### src/rtl/mem_access_ctrl_pkg.sv
// Shared types for the memory access controller: FSM states, access sizes, default timeout.
// Latency: n/a (types and pure functions only).
// Backpressure: n/a.
package mem_access_ctrl_pkg;

  // Number of REQ cycles spent waiting for Mem_Ack before the access is abandoned
  localparam int TIMEOUT_DEFAULT = 16;

  typedef enum logic [1:0] {
    ST_IDLE = 2'd0,
    ST_REQ  = 2'd1,
    ST_DONE = 2'd2
  } state_t;

  typedef enum logic [1:0] {
    BSEL_WORD     = 2'b00,
    BSEL_HALF     = 2'b01,
    BSEL_BYTE     = 2'b10,
    BSEL_WORD_ALT = 2'b11
  } bytesel_t;

  // The spare encoding behaves exactly like a word access
  function automatic bytesel_t norm_size(input logic [1:0] sel);
    bytesel_t s;
    s = bytesel_t'(sel);
    if (s == BSEL_WORD_ALT) begin
      s = BSEL_WORD;
    end
    return s;
  endfunction

  // Words need a 4-byte boundary, halfwords a 2-byte boundary, bytes never fault
  function automatic logic is_misaligned(input logic [1:0] sel, input logic [1:0] addr_lo);
    logic mis;
    case (norm_size(sel))
      BSEL_HALF: mis = addr_lo[0];
      BSEL_BYTE: mis = 1'b0;
      default:   mis = |addr_lo;
    endcase
    return mis;
  endfunction

endpackage

### src/rtl/mem_lane_fmt.sv
// Byte-lane formatting: store byte enables and data replication, load lane extract and extend.
// Latency: purely combinational, zero cycles.
// Backpressure: none; outputs follow inputs.
module mem_lane_fmt
  import mem_access_ctrl_pkg::*;
(
  input  logic [1:0]  req_sel,
  input  logic [1:0]  req_addr_lo,
  input  logic [31:0] req_wdata,
  output logic [3:0]  req_be,
  output logic [31:0] req_wdata_rep,
  input  logic [1:0]  rsp_sel,
  input  logic [1:0]  rsp_addr_lo,
  input  logic        rsp_sext,
  input  logic [31:0] rsp_rdata,
  output logic [31:0] rsp_data
);

  logic [31:0] rsp_shifted;

  // Request side: pick the enabled lanes and copy the right-aligned store data into every lane
  always_comb begin
    req_be        = 4'b1111;
    req_wdata_rep = req_wdata;
    case (norm_size(req_sel))
      BSEL_HALF: begin
        req_be        = req_addr_lo[1] ? 4'b1100 : 4'b0011;
        req_wdata_rep = {2{req_wdata[15:0]}};
      end
      BSEL_BYTE: begin
        req_be        = 4'b0001 << req_addr_lo;
        req_wdata_rep = {4{req_wdata[7:0]}};
      end
      default: ;
    endcase
  end

  // Response side: move the addressed little-endian lane to bit 0, then sign- or zero-extend
  always_comb begin
    rsp_shifted = rsp_rdata >> {rsp_addr_lo, 3'b000};
    rsp_data    = rsp_rdata;
    case (norm_size(rsp_sel))
      BSEL_HALF: rsp_data = {{16{rsp_sext & rsp_shifted[15]}}, rsp_shifted[15:0]};
      BSEL_BYTE: rsp_data = {{24{rsp_sext & rsp_shifted[7]}}, rsp_shifted[7:0]};
      default: ;
    endcase
  end

endmodule

### src/rtl/mem_access_ctrl.sv
// Pipeline-to-memory access controller: one load/store at a time with ack timeout.
// Latency: 3 cycles minimum (IDLE, REQ with same-cycle ack, DONE); up to TIMEOUT+2.
// Backpressure: Stall_Out freezes the pipeline from request until the DONE cycle.
module mem_access_ctrl
  import mem_access_ctrl_pkg::*;
#(
  parameter int TIMEOUT = TIMEOUT_DEFAULT
) (
  input  logic        Clock,
  input  logic        Reset,
  input  logic        MemRead_In,
  input  logic        MemWrite_In,
  input  logic [1:0]  ByteSel_In,
  input  logic [1:0]  L16B_In,
  input  logic [31:0] Addr_In,
  input  logic [31:0] WriteData_In,
  output logic        Mem_Req,
  output logic        Mem_We,
  output logic [31:0] Mem_Addr,
  output logic [3:0]  Mem_BE,
  output logic [31:0] Mem_WData,
  input  logic        Mem_Ack,
  input  logic [31:0] Mem_RData,
  output logic        Stall_Out,
  output logic [31:0] ReadData_Out,
  output logic        Valid_Out,
  output logic        Error_Out
);

  // Last REQ cycle index before the access is abandoned
  localparam logic [7:0] CNT_LAST = 8'(TIMEOUT - 1);

  state_t      state_q  = ST_IDLE;
  state_t      state_d;
  logic [7:0]  cnt_q    = '0;
  logic        we_q     = 1'b0;
  logic [31:0] addr_q   = '0;
  logic [3:0]  be_q     = '0;
  logic [31:0] wdata_q  = '0;
  logic [1:0]  sel_q    = '0;
  logic [1:0]  lo_q     = '0;
  logic        sext_q   = 1'b0;
  logic        to_q     = 1'b0;
  logic [31:0] rdata_q  = '0;

  logic        access;
  logic        misaligned;
  logic        start;
  logic        timeout_hit;
  logic [3:0]  fmt_be;
  logic [31:0] fmt_wdata;
  logic [31:0] fmt_rdata;
  logic        unused_l16b_hi;

  assign access         = MemRead_In | MemWrite_In;
  assign misaligned     = is_misaligned(ByteSel_In, Addr_In[1:0]);
  assign start          = access & ~misaligned;
  assign timeout_hit    = (cnt_q == CNT_LAST);
  assign unused_l16b_hi = L16B_In[1];

  mem_lane_fmt u_lane_fmt (
    .req_sel       (ByteSel_In),
    .req_addr_lo   (Addr_In[1:0]),
    .req_wdata     (WriteData_In),
    .req_be        (fmt_be),
    .req_wdata_rep (fmt_wdata),
    .rsp_sel       (sel_q),
    .rsp_addr_lo   (lo_q),
    .rsp_sext      (sext_q),
    .rsp_rdata     (Mem_RData),
    .rsp_data      (fmt_rdata)
  );

  // State register
  always_ff @(posedge Clock) begin
    if (Reset) begin
      state_q <= ST_IDLE;
    end else begin
      state_q <= state_d;
    end
  end

  // Next state: ack wins over timeout on the final REQ cycle; DONE always falls back to IDLE
  always_comb begin
    state_d = state_q;
    case (state_q)
      ST_IDLE: if (start) state_d = ST_REQ;
      ST_REQ:  if (Mem_Ack || timeout_hit) state_d = ST_DONE;
      ST_DONE: state_d = ST_IDLE;
      default: state_d = ST_IDLE;
    endcase
  end

  // Outputs decoded from state; Mem_Req is left alone during Reset so it drops on the edge
  always_comb begin
    Mem_Req   = 1'b0;
    Stall_Out = 1'b0;
    Valid_Out = 1'b0;
    Error_Out = 1'b0;
    case (state_q)
      ST_IDLE: begin
        Stall_Out = start;
        Error_Out = access & misaligned;
      end
      ST_REQ: begin
        Mem_Req   = 1'b1;
        Stall_Out = 1'b1;
      end
      ST_DONE: begin
        Valid_Out = 1'b1;
        Error_Out = to_q;
      end
      default: ;
    endcase
    if (Reset) begin
      Stall_Out = 1'b0;
      Valid_Out = 1'b0;
      Error_Out = 1'b0;
    end
  end

  // Wait counter: runs only while staying in REQ, so it restarts at 0 for every access
  always_ff @(posedge Clock) begin
    if (Reset) begin
      cnt_q <= '0;
    end else if (state_q == ST_REQ && state_d == ST_REQ) begin
      cnt_q <= cnt_q + 8'd1;
    end else begin
      cnt_q <= '0;
    end
  end

  // Request capture on IDLE->REQ keeps the bus stable; response capture on ack or timeout
  always_ff @(posedge Clock) begin
    if (Reset) begin
      we_q    <= 1'b0;
      addr_q  <= '0;
      be_q    <= '0;
      wdata_q <= '0;
      sel_q   <= '0;
      lo_q    <= '0;
      sext_q  <= 1'b0;
      to_q    <= 1'b0;
      rdata_q <= '0;
    end else begin
      to_q <= (state_q == ST_REQ) && !Mem_Ack && timeout_hit;
      if (state_q == ST_IDLE && start) begin
        we_q    <= MemWrite_In;
        addr_q  <= {Addr_In[31:2], 2'b00};
        be_q    <= fmt_be;
        wdata_q <= fmt_wdata;
        sel_q   <= ByteSel_In;
        lo_q    <= Addr_In[1:0];
        sext_q  <= L16B_In[0];
      end
      if (state_q == ST_REQ) begin
        if (Mem_Ack) begin
          if (!we_q) begin
            rdata_q <= fmt_rdata;
          end
        end else if (timeout_hit) begin
          rdata_q <= '0;
        end
      end
    end
  end

  assign Mem_We       = we_q;
  assign Mem_Addr     = addr_q;
  assign Mem_BE       = be_q;
  assign Mem_WData    = wdata_q;
  assign ReadData_Out = rdata_q;

endmodule
### config.mk
export PLATFORM = sky130hd
export DESIGN_NAME = mem_access_ctrl
export DESIGN_NICKNAME = d
export VERILOG_FILES = /design/src/rtl/mem_access_ctrl_pkg.sv /design/src/rtl/mem_lane_fmt.sv /design/src/rtl/mem_access_ctrl.sv
export SDC_FILE = /design/constraint.sdc
export NUM_CORES = 1
export LEC_CHECK = 0
export BUFFER_PORTS_ARGS = -buffer_cell sky130_fd_sc_hd__clkbuf_2
export CAP_MARGIN = 10
export CORE_UTILIZATION = 35
export DETAILED_ROUTE_END_ITERATION = 10
export HOLD_SLACK_MARGIN = 0.15
export PLACE_DENSITY_LB_ADDON = 0.12
export SKIP_LAST_GASP = 1
export SLEW_MARGIN = 25
export SYNTH_ARGS = -nofsm -noshare
export SYNTH_HDL_FRONTEND = slang
export SYNTH_HIERARCHICAL = 1
export SYNTH_SLANG_ARGS = --single-unit
### constraint.sdc
create_clock -name Clock -period 1.7 [get_ports Clock]
set_clock_uncertainty 0.1 [all_clocks]
set_input_delay 0.34 -clock Clock [delete_from_list [all_inputs] [get_ports Clock]]
set_output_delay 0.34 -clock Clock [all_outputs]
set_load 0.05 [all_outputs]
==> results of run 1 <==
-- critical path: cells and delay by family --
family	cells	cell delay (ns)
AO/OA/AOI/OAI	2	0.58
adder cells (fa/ha/maj)	1	0.29
buffers and inverters	3	0.32
AND/OR/NAND/NOR	1	0.05
-- final cells by class --
cell class | count | area [sq um]
inverters | 13 | 61.3
repair buffers | 317 | 2300
multi-input cells | 592 | 4240
clock buffers | 18 | 429
flip-flops and latches | 115 | 2310
fillers | 1859 | 9040
clock inverters | 14 | 176
diodes | 1 | 2.50
well taps | 260 | 325
-- placed cells by master (no fill, tap or decap), types with 5 or more instances in the layout --
master         instances
nor2b_1               42
a22oi_1                8
and2_1                 7
o21ai_0               29
clkinvlp_4             5
mux2i_1               73
inv_1                 11
a32o_1                 5
dfxtp_1              109
a32oi_1               32
nand2b_1             146
clkbuf_2             200
o21ai_2               21
a211o_1                8
and2b_2                7
buf_12                16
a21oi_1                6
mux2i_4                5
o21ai_1               29
nor2_1                15
buf_6                 13
buf_4                 44
a21oi_2                6
a22o_1                 8
nand2_1               85
clkbuf_16             21
dlygate4sd3_1         39
-- power by group --
group	leakage [nW]	switching [mW]	internal [mW]	total (mW)
Combinational	2.98	1.86	1.18	3.04
Sequential	0.942	0.142	2.93	3.07
Clock	0.280	1.39	2.32	3.72
Total	4.21	3.40	6.43	9.83
-- path summary, 6_finish.rpt --
path | to | slack [ns] | depth (start not counted)
max | Error_Out | -0.32 | 7
min | state_q[1]$_SDFF_PP0_ | 0.19 | 3
max reg2reg | ReadData_Out[26]$_SDFFE_PP0P_ | -0.18 | 7
min reg2reg | Mem_Addr[24]$_SDFFE_PP0P_ | 0.37 | 2
-- kinds of logic (layout without fill, tap and decap cells) --
logic type	after synthesis	in the layout	share of synthesized area, %
xor gates and xnor gates	2	2	0.257
muxes	80	80	11.9
other	1	3	0.0550
DFF	115	115	33.8
AOI/OAI and AO/OA	170	171	17.7
buffers and inverters	92	362	8.00
adders and majority gates	6	6	1.10
and+or+nand+nor	331	331	27.2
-- per-layer routing --
layer | track usage [%] | wire length [microns]
met1 | 25.0 | 9120
met2 | 32.2 | 9390
met3 | 6.48 | 1470
met4 | 5.66 | 269
met5 | 0 | 0
-- Yosys cell counts, drive strengths merged, types with 6 or more instances --
library cell / n / share of area (%)
clkbuf: 42 / 2.8
nor2b: 43 / 3.9
a22oi: 8 / 0.88
nor2: 17 / 0.97
a22o: 8 / 1.0
mux2i: 80 / 12
and2: 7 / 0.64
o21ai: 80 / 6.6
a32oi: 32 / 4.1
a21oi: 13 / 1.2
ha: 6 / 1.1
buf: 37 / 4.5
inv: 13 / 0.72
nand2b: 147 / 13
dfxtp: 115 / 34
a211o: 8 / 1.0
and2b: 7 / 0.88
nand2: 86 / 4.7
a32o: 8 / 1.2
-- state kept, by name (all words and copies together), names as in the netlist --
name and flops:
Mem_Addr 30, Mem_BE 4, Mem_WData 32, Mem_We 1, ReadData_Out 32, cnt_q 8, lo_q 2, sel_q 2
sext_q 1, state_q 2, to_q 1
-- repair_timing --
action | in CTS | in global routing
cloned | 1 | 4
setup buffers | 2 | 5
hold buffers | 39 | 0
gates resized for setup | 37 | 49
hold endpoints to repair | 39 | 0
pin swaps | 6 | 18
setup endpoints to repair | 36 | 34
-- through the flow --
step,TNS [ns],std cells
global route,-6.27,1329
CTS,-1.43,1320
global placement,-28.07,1246
floorplan,-0.364,798
detailed placement,-29.41,1246
finish,-3.82,1330
==> flow_summary.yaml, run 1 <==
critical_path:
  critPathArrivalTime_ns: 1.58
  crit_fanout: 3
  required_ns: 1.26
  slowest_stage: "a211o_1"
  reg2reg_from: "lo_q[1]$_SDFFE_PP0P_"
  cp_slowest_stage_delay_ns: 0.33
  cp_cell_sequence: "clkbuf_16 > inv_12 > ha_4 > nand2_4 > a211o_1 > a211oi_4 > buf_12"
  critical_path.startpoint: "ByteSel_In[1]"
  startpoint_type: "input port"
  endpoint_kind: "output port"
  path_class: "input port to output port"
synthesis:
  ys_ff_latch: 115
  syn_avg_cell_area_sq_um: 8.56
  async_reset_ff_share_pct: 0
  ys_seq_area_share_pct: 33.8
  synth_warnings: 6
  syn_inst: 797
  syn_area_sq_um: 6820
  synth_edf_count: 0
  ys_types: 56
  ys.flop_type: "dfxtp_1"
flow_run:
  max-cap-violations: 0
place:
  dpl-instance-area_sq_um: 8430
  place.port_buffers: 206
  pre_cts_ws_ns: -0.406
  place_congestion: 0.842
  dp.final_hpwl_microns: 13600
sta:
  fmax_mhz: 496
  max_slew.worst_pin.slew_ns: 0.621
  finalCriticalPeriod_ns: 2.02
  hold_violations: 0
  final-setup-viol-count: 33
  fin_ws_ns: -0.317
  slew_headroom_pct: 58.5
  min_period_over_period_pct: 119
  slew_violations: 0
  grt_setup_unrepaired: "yes"
  whs_ns: 0.187
die:
  start_util_pct: 36.1
  coreArea_sq_um: 18900
  die_w_microns: 142
  ioPinCount: 210
  die-area_sq_um: 20000
  rows: 50
  die_h_microns: 142
min_path:
  hold_path.class: "input port to register"
  hold_start: "Mem_Ack"
final_layout:
  nets: 1167
  utilization_pct: 52.2
  fin_area_sq_um: 9860
  area_delta_synth_final_pct: 44.5
  layout-drive-gt1-share_pct: 36.2
grt:
  first_global_vias: 6167
  grt_pass1_wl_microns: 31500
  grt_max_degree: 102
  antenna_found_initial: 2
  grt_util_all_layers_pct: 19.8
  overflow: 0
route:
  totalWireLength_microns: 20200
  postRouteAntennaNets: 0
  vias: 6432
  wire_per_inst_microns: 15.2
  drc: 0
  vias_per_cell: 4.84
  drt-initial-drc-count: 246
  drtPass1Iterations: 5
cts:
  clock_sinks: 115
  cts_tree: "yes"
  numCtsBuffers: 17
  clockBufferDepth: 2
  root_buffer: "clkbuf_16"
  clock_latency_ns: 0.41
  htreeDepth: 4
  path_clk_slew_ns: 0.05
pwr:
  power_leakage_nw: 4.21
  powerDensity_nw_per_um2: 997
  max-vdd-ir-drop_mv: 0.633
  p_total_mw: 9.83
run_status:
  failed_checks: "negative setup slack"
  status: "complete, but fails checks"
Power figures use the tool's default switching activity.
==> run 2, diff against run 1 <==
--- a/config.mk
+++ b/config.mk
@@ -5,6 +5,7 @@
 export SDC_FILE = /design/constraint.sdc
 export NUM_CORES = 1
 export LEC_CHECK = 0
+export ABC_AREA = 1
 export BUFFER_PORTS_ARGS = -buffer_cell sky130_fd_sc_hd__clkbuf_2
 export CAP_MARGIN = 10
 export CORE_UTILIZATION = 35
==> run 2 against run 1 <==
Net effect: the flow still finishes with violations (negative setup slack); critical path depth fell by 3; sequential cell count unchanged; hold slack got worse by 0.023 ns; clock power up 1%; final area decreased by 9.0%; clock-buffer cell count is 1 higher; non-clock buffer count is 19 lower; wire length is 6.1% lower; sequential share of layout area is 2.3 points higher; core utilization is 1.2 points higher; combinational power increased by 13%; largest cell class unchanged.
==> flow_summary.yaml, run 2 <==
critical_path:
  endpoint_kind: "output port"
  startpoint_type: "register"
  timing.rr.end: "ReadData_Out[17]$_SDFFE_PP0P_"
  r2r_cells: 13
  cp_slowest_stage_delay_ns: 0.33
  critPathArrivalTime_ns: 1.37
  r2r_slack_ns: 0.06
  reg2reg_from: "lo_q[0]$_SDFFE_PP0P_"
  cp_cell_sequence: "nor3_4 > nand2_2 > a21oi_4 > buf_12"
  path_class: "register to output port"
  crit_family: "flip-flops"
  required_ns: 1.26
  critPathBufInv: 1
  crit_fanout: 2
  slowest_stage: "dfxtp_2"
  cp.depth: 4
  cp-endpoint: "Stall_Out"
  critical_path.startpoint: "state_q[0]$_SDFF_PP0_"
grt:
  antenna_found_initial: 0
  overflow: 0
  grt_max_degree: 77
  met1_usage_pct: 25.6
  gr-usage-met3_pct: 7.22
  use_met2_pct: 37.0
  grt_util_all_layers_pct: 21.7
  busiest_layer: "met2"
  first_global_vias: 6388
  grt_pass1_wl_microns: 30900
sta:
  fmax_mhz: 551
  hold_violations: 0
  final-setup-viol-count: 3
  fin_ws_ns: -0.114
  grt_setup_unrepaired: "yes"
  min_period_over_period_pct: 107
  finalCriticalPeriod_ns: 1.81
  slew_violations: 0
cts:
  clock_latency_ns: 0.41
  htreeDepth: 4
  cts_tree: "yes"
  numCtsBuffers: 17
  root_buffer: "clkbuf_16"
  clockBufferDepth: 2
  path_clk_slew_ns: 0.06
  clock_sinks: 115
route:
  vias: 6656
  wire_per_inst_microns: 13.1
  drt-initial-drc-count: 360
  drtPass1Iterations: 5
  drc: 0
  postRouteAntennaNets: 0
  vias_per_cell: 4.59
  totalWireLength_microns: 19000
synthesis:
  ys_ff_latch: 115
  yosys-top-cells-area: "dfxtp_1 38%, nand2_1 16%, nor2_1 12%, o21ai_0 8.3%, inv_1 6.4%"
  synth_top_area_cell: "dfxtp_1"
  yosys-top-cells-count: "259 x nand2_1, 189 x nor2_1, 115 x dfxtp_1"
  syn_avg_cell_area_sq_um: 6.30
  syn_inst: 971
  ys_seq_area_share_pct: 37.6
  synth_warnings: 6
  synth_edf_count: 0
  ys.flop_type: "dfxtp_1"
  synth.most_common_cell: "nand2_1"
  ys_types: 35
  syn_area_sq_um: 6120
  yosysTopAreaCellShare_pct: 37.6
  async_reset_ff_share_pct: 0
pwr:
  power_leakage_nw: 4.55
  pwr-share-seq_pct: 30.4
  powerDensity_nw_per_um2: 1160
  power_frac_comb_pct: 33.2
  intPower_mw: 6.55
  p_sw_share_pct: 36.8
  max-vdd-ir-drop_mv: 0.692
  p_clk_share_pct: 36.4
  p_sw_mw: 3.81
min_path:
  hold_path.class: "input port to register"
  min_path_cells: 3
final_layout:
  layout-drive-gt1-share_pct: 28.8
  antenna_cells: 0
  nets: 1330
  area_delta_synth_final_pct: 46.5
  fin_area_sq_um: 8970
  final_common_cell: "nand2_1"
  final_cell_mix: "254 x nand2_1, 200 x clkbuf_2, 187 x nor2_1"
die:
  die_h_microns: 134
  die_w_microns: 134
  coreArea_sq_um: 16800
  die-area_sq_um: 18000
  ioPinCount: 210
  rows: 47
  start_util_pct: 36.4
place:
  place_congestion: 0.843
  place.port_buffers: 206
  dpl-instance-area_sq_um: 7590
  dp.final_hpwl_microns: 13100
  pre_cts_ws_ns: -0.339
run_status:
  failed_checks: "negative setup slack"
  status: "complete, but fails checks"
flow_run:
  max-cap-violations: 0
## run 2: cell types whose count changed in the layout (fill, tap and decap cells not counted), sizes merged, moves of 31 or more
cell    before  now
nand2       86  272
nor2        17  191
nand2b     147    0
inv         17  111
mux2i       80    0
nor2b       43    0
o21ai       80  112
nand4        2   33
## run 2: kinds of logic (layout without fill, tap and decap cells)
logic type	Yosys count	count (layout)	synth area share (%)
simple gates	527	528	35.7
buf+inv	180	438	12.7
compound gates	139	139	12.2
flops	115	115	37.6
fa+ha+maj	6	6	1.23
xor+xnor	3	3	0.429
other cells	1	2	0.0613
## run 2: through the flow
stage                     power [mW]  cells  util, %  hold slack, ns  TNS (ns)
after CTS                       10.3   1443     51.7           0.157    -0.334
after global placement          6.36   1369     45.2           0.330    -17.83
after detailed placement        6.37   1369     45.2           0.344    -19.87
final                           10.4   1451     53.3           0.165    -0.219
after global routing            11.0   1451     53.3           0.163    -0.671
after floorplan                 5.47    972        -           0.309   -0.0834
## run 2: metal layers
layer  part of all wire (%)  vias up
li1                       -     3516
met1                     43     2930
met2                     48      187
met3                    7.3       23
met4                    1.7        0
met5                      0        -
## run 2: worst min-delay path by stage
| stage | endpoint | slack [ns] | startpoint |
|---|---|---|---|
| after detailed placement | cnt_q[0]$_SDFF_PP0_ | 0.34 | cnt_q[0]$_SDFF_PP0_ |
| after global placement | cnt_q[0]$_SDFF_PP0_ | 0.33 | cnt_q[0]$_SDFF_PP0_ |
| after floorplan | Mem_We$_SDFFE_PP0P_ | 0.31 | Reset |
| after CTS | Mem_WData[0]$_SDFFE_PP0P_ | 0.16 | WriteData_In[0] |
| after global routing | Mem_WData[0]$_SDFFE_PP0P_ | 0.16 | WriteData_In[0] |
| final | Mem_WData[0]$_SDFFE_PP0P_ | 0.16 | WriteData_In[0] |
## run 2: timing repair
action                     in CTS  in global routing
pin swaps                       4                 17
buffers inserted                1                  6
hold buffers                   41                  0
gates resized for setup        15                 59
hold endpoints to repair       41                  0
gates cloned                    1                  2
setup endpoints to repair      12                 38
## run 2: worst reg2reg max path: stages (launching register included)
cell     delay [ns]
dfxtp_4        0.35
buf_12         0.13
inv_8          0.04
nand2_1        0.06
nand3_1        0.06
nand2_1        0.09
nand2_2        0.08
nand2_4        0.15
nand2_8        0.11
o21ai_2        0.09
nand2_1        0.07
nand4_1        0.10
nand2_1        0.05
nor2_1         0.09
## run 2: power by group through the flow
| stage | Clock, mW | Sequential [mW] | Combinational (mW) |
|---|---|---|---|
| detailed placement | 0 | 3.20 | 3.17 |
| global placement | 0 | 3.19 | 3.17 |
| floorplan | 0 | 4.12 | 1.35 |
| finish | 3.77 | 3.15 | 3.44 |
| global route | 4.00 | 3.19 | 3.76 |
| CTS | 3.87 | 3.15 | 3.31 |
## run 2: final cells by class
type / count / area [sq um]
inverter: 109 / 424
multi-input combinational: 678 / 3270
clock buffer: 19 / 433
sequential: 115 / 2310
clock inverter: 12 / 180
tap: 220 / 275
timing repair buffer: 298 / 2080
fill: 1724 / 7850
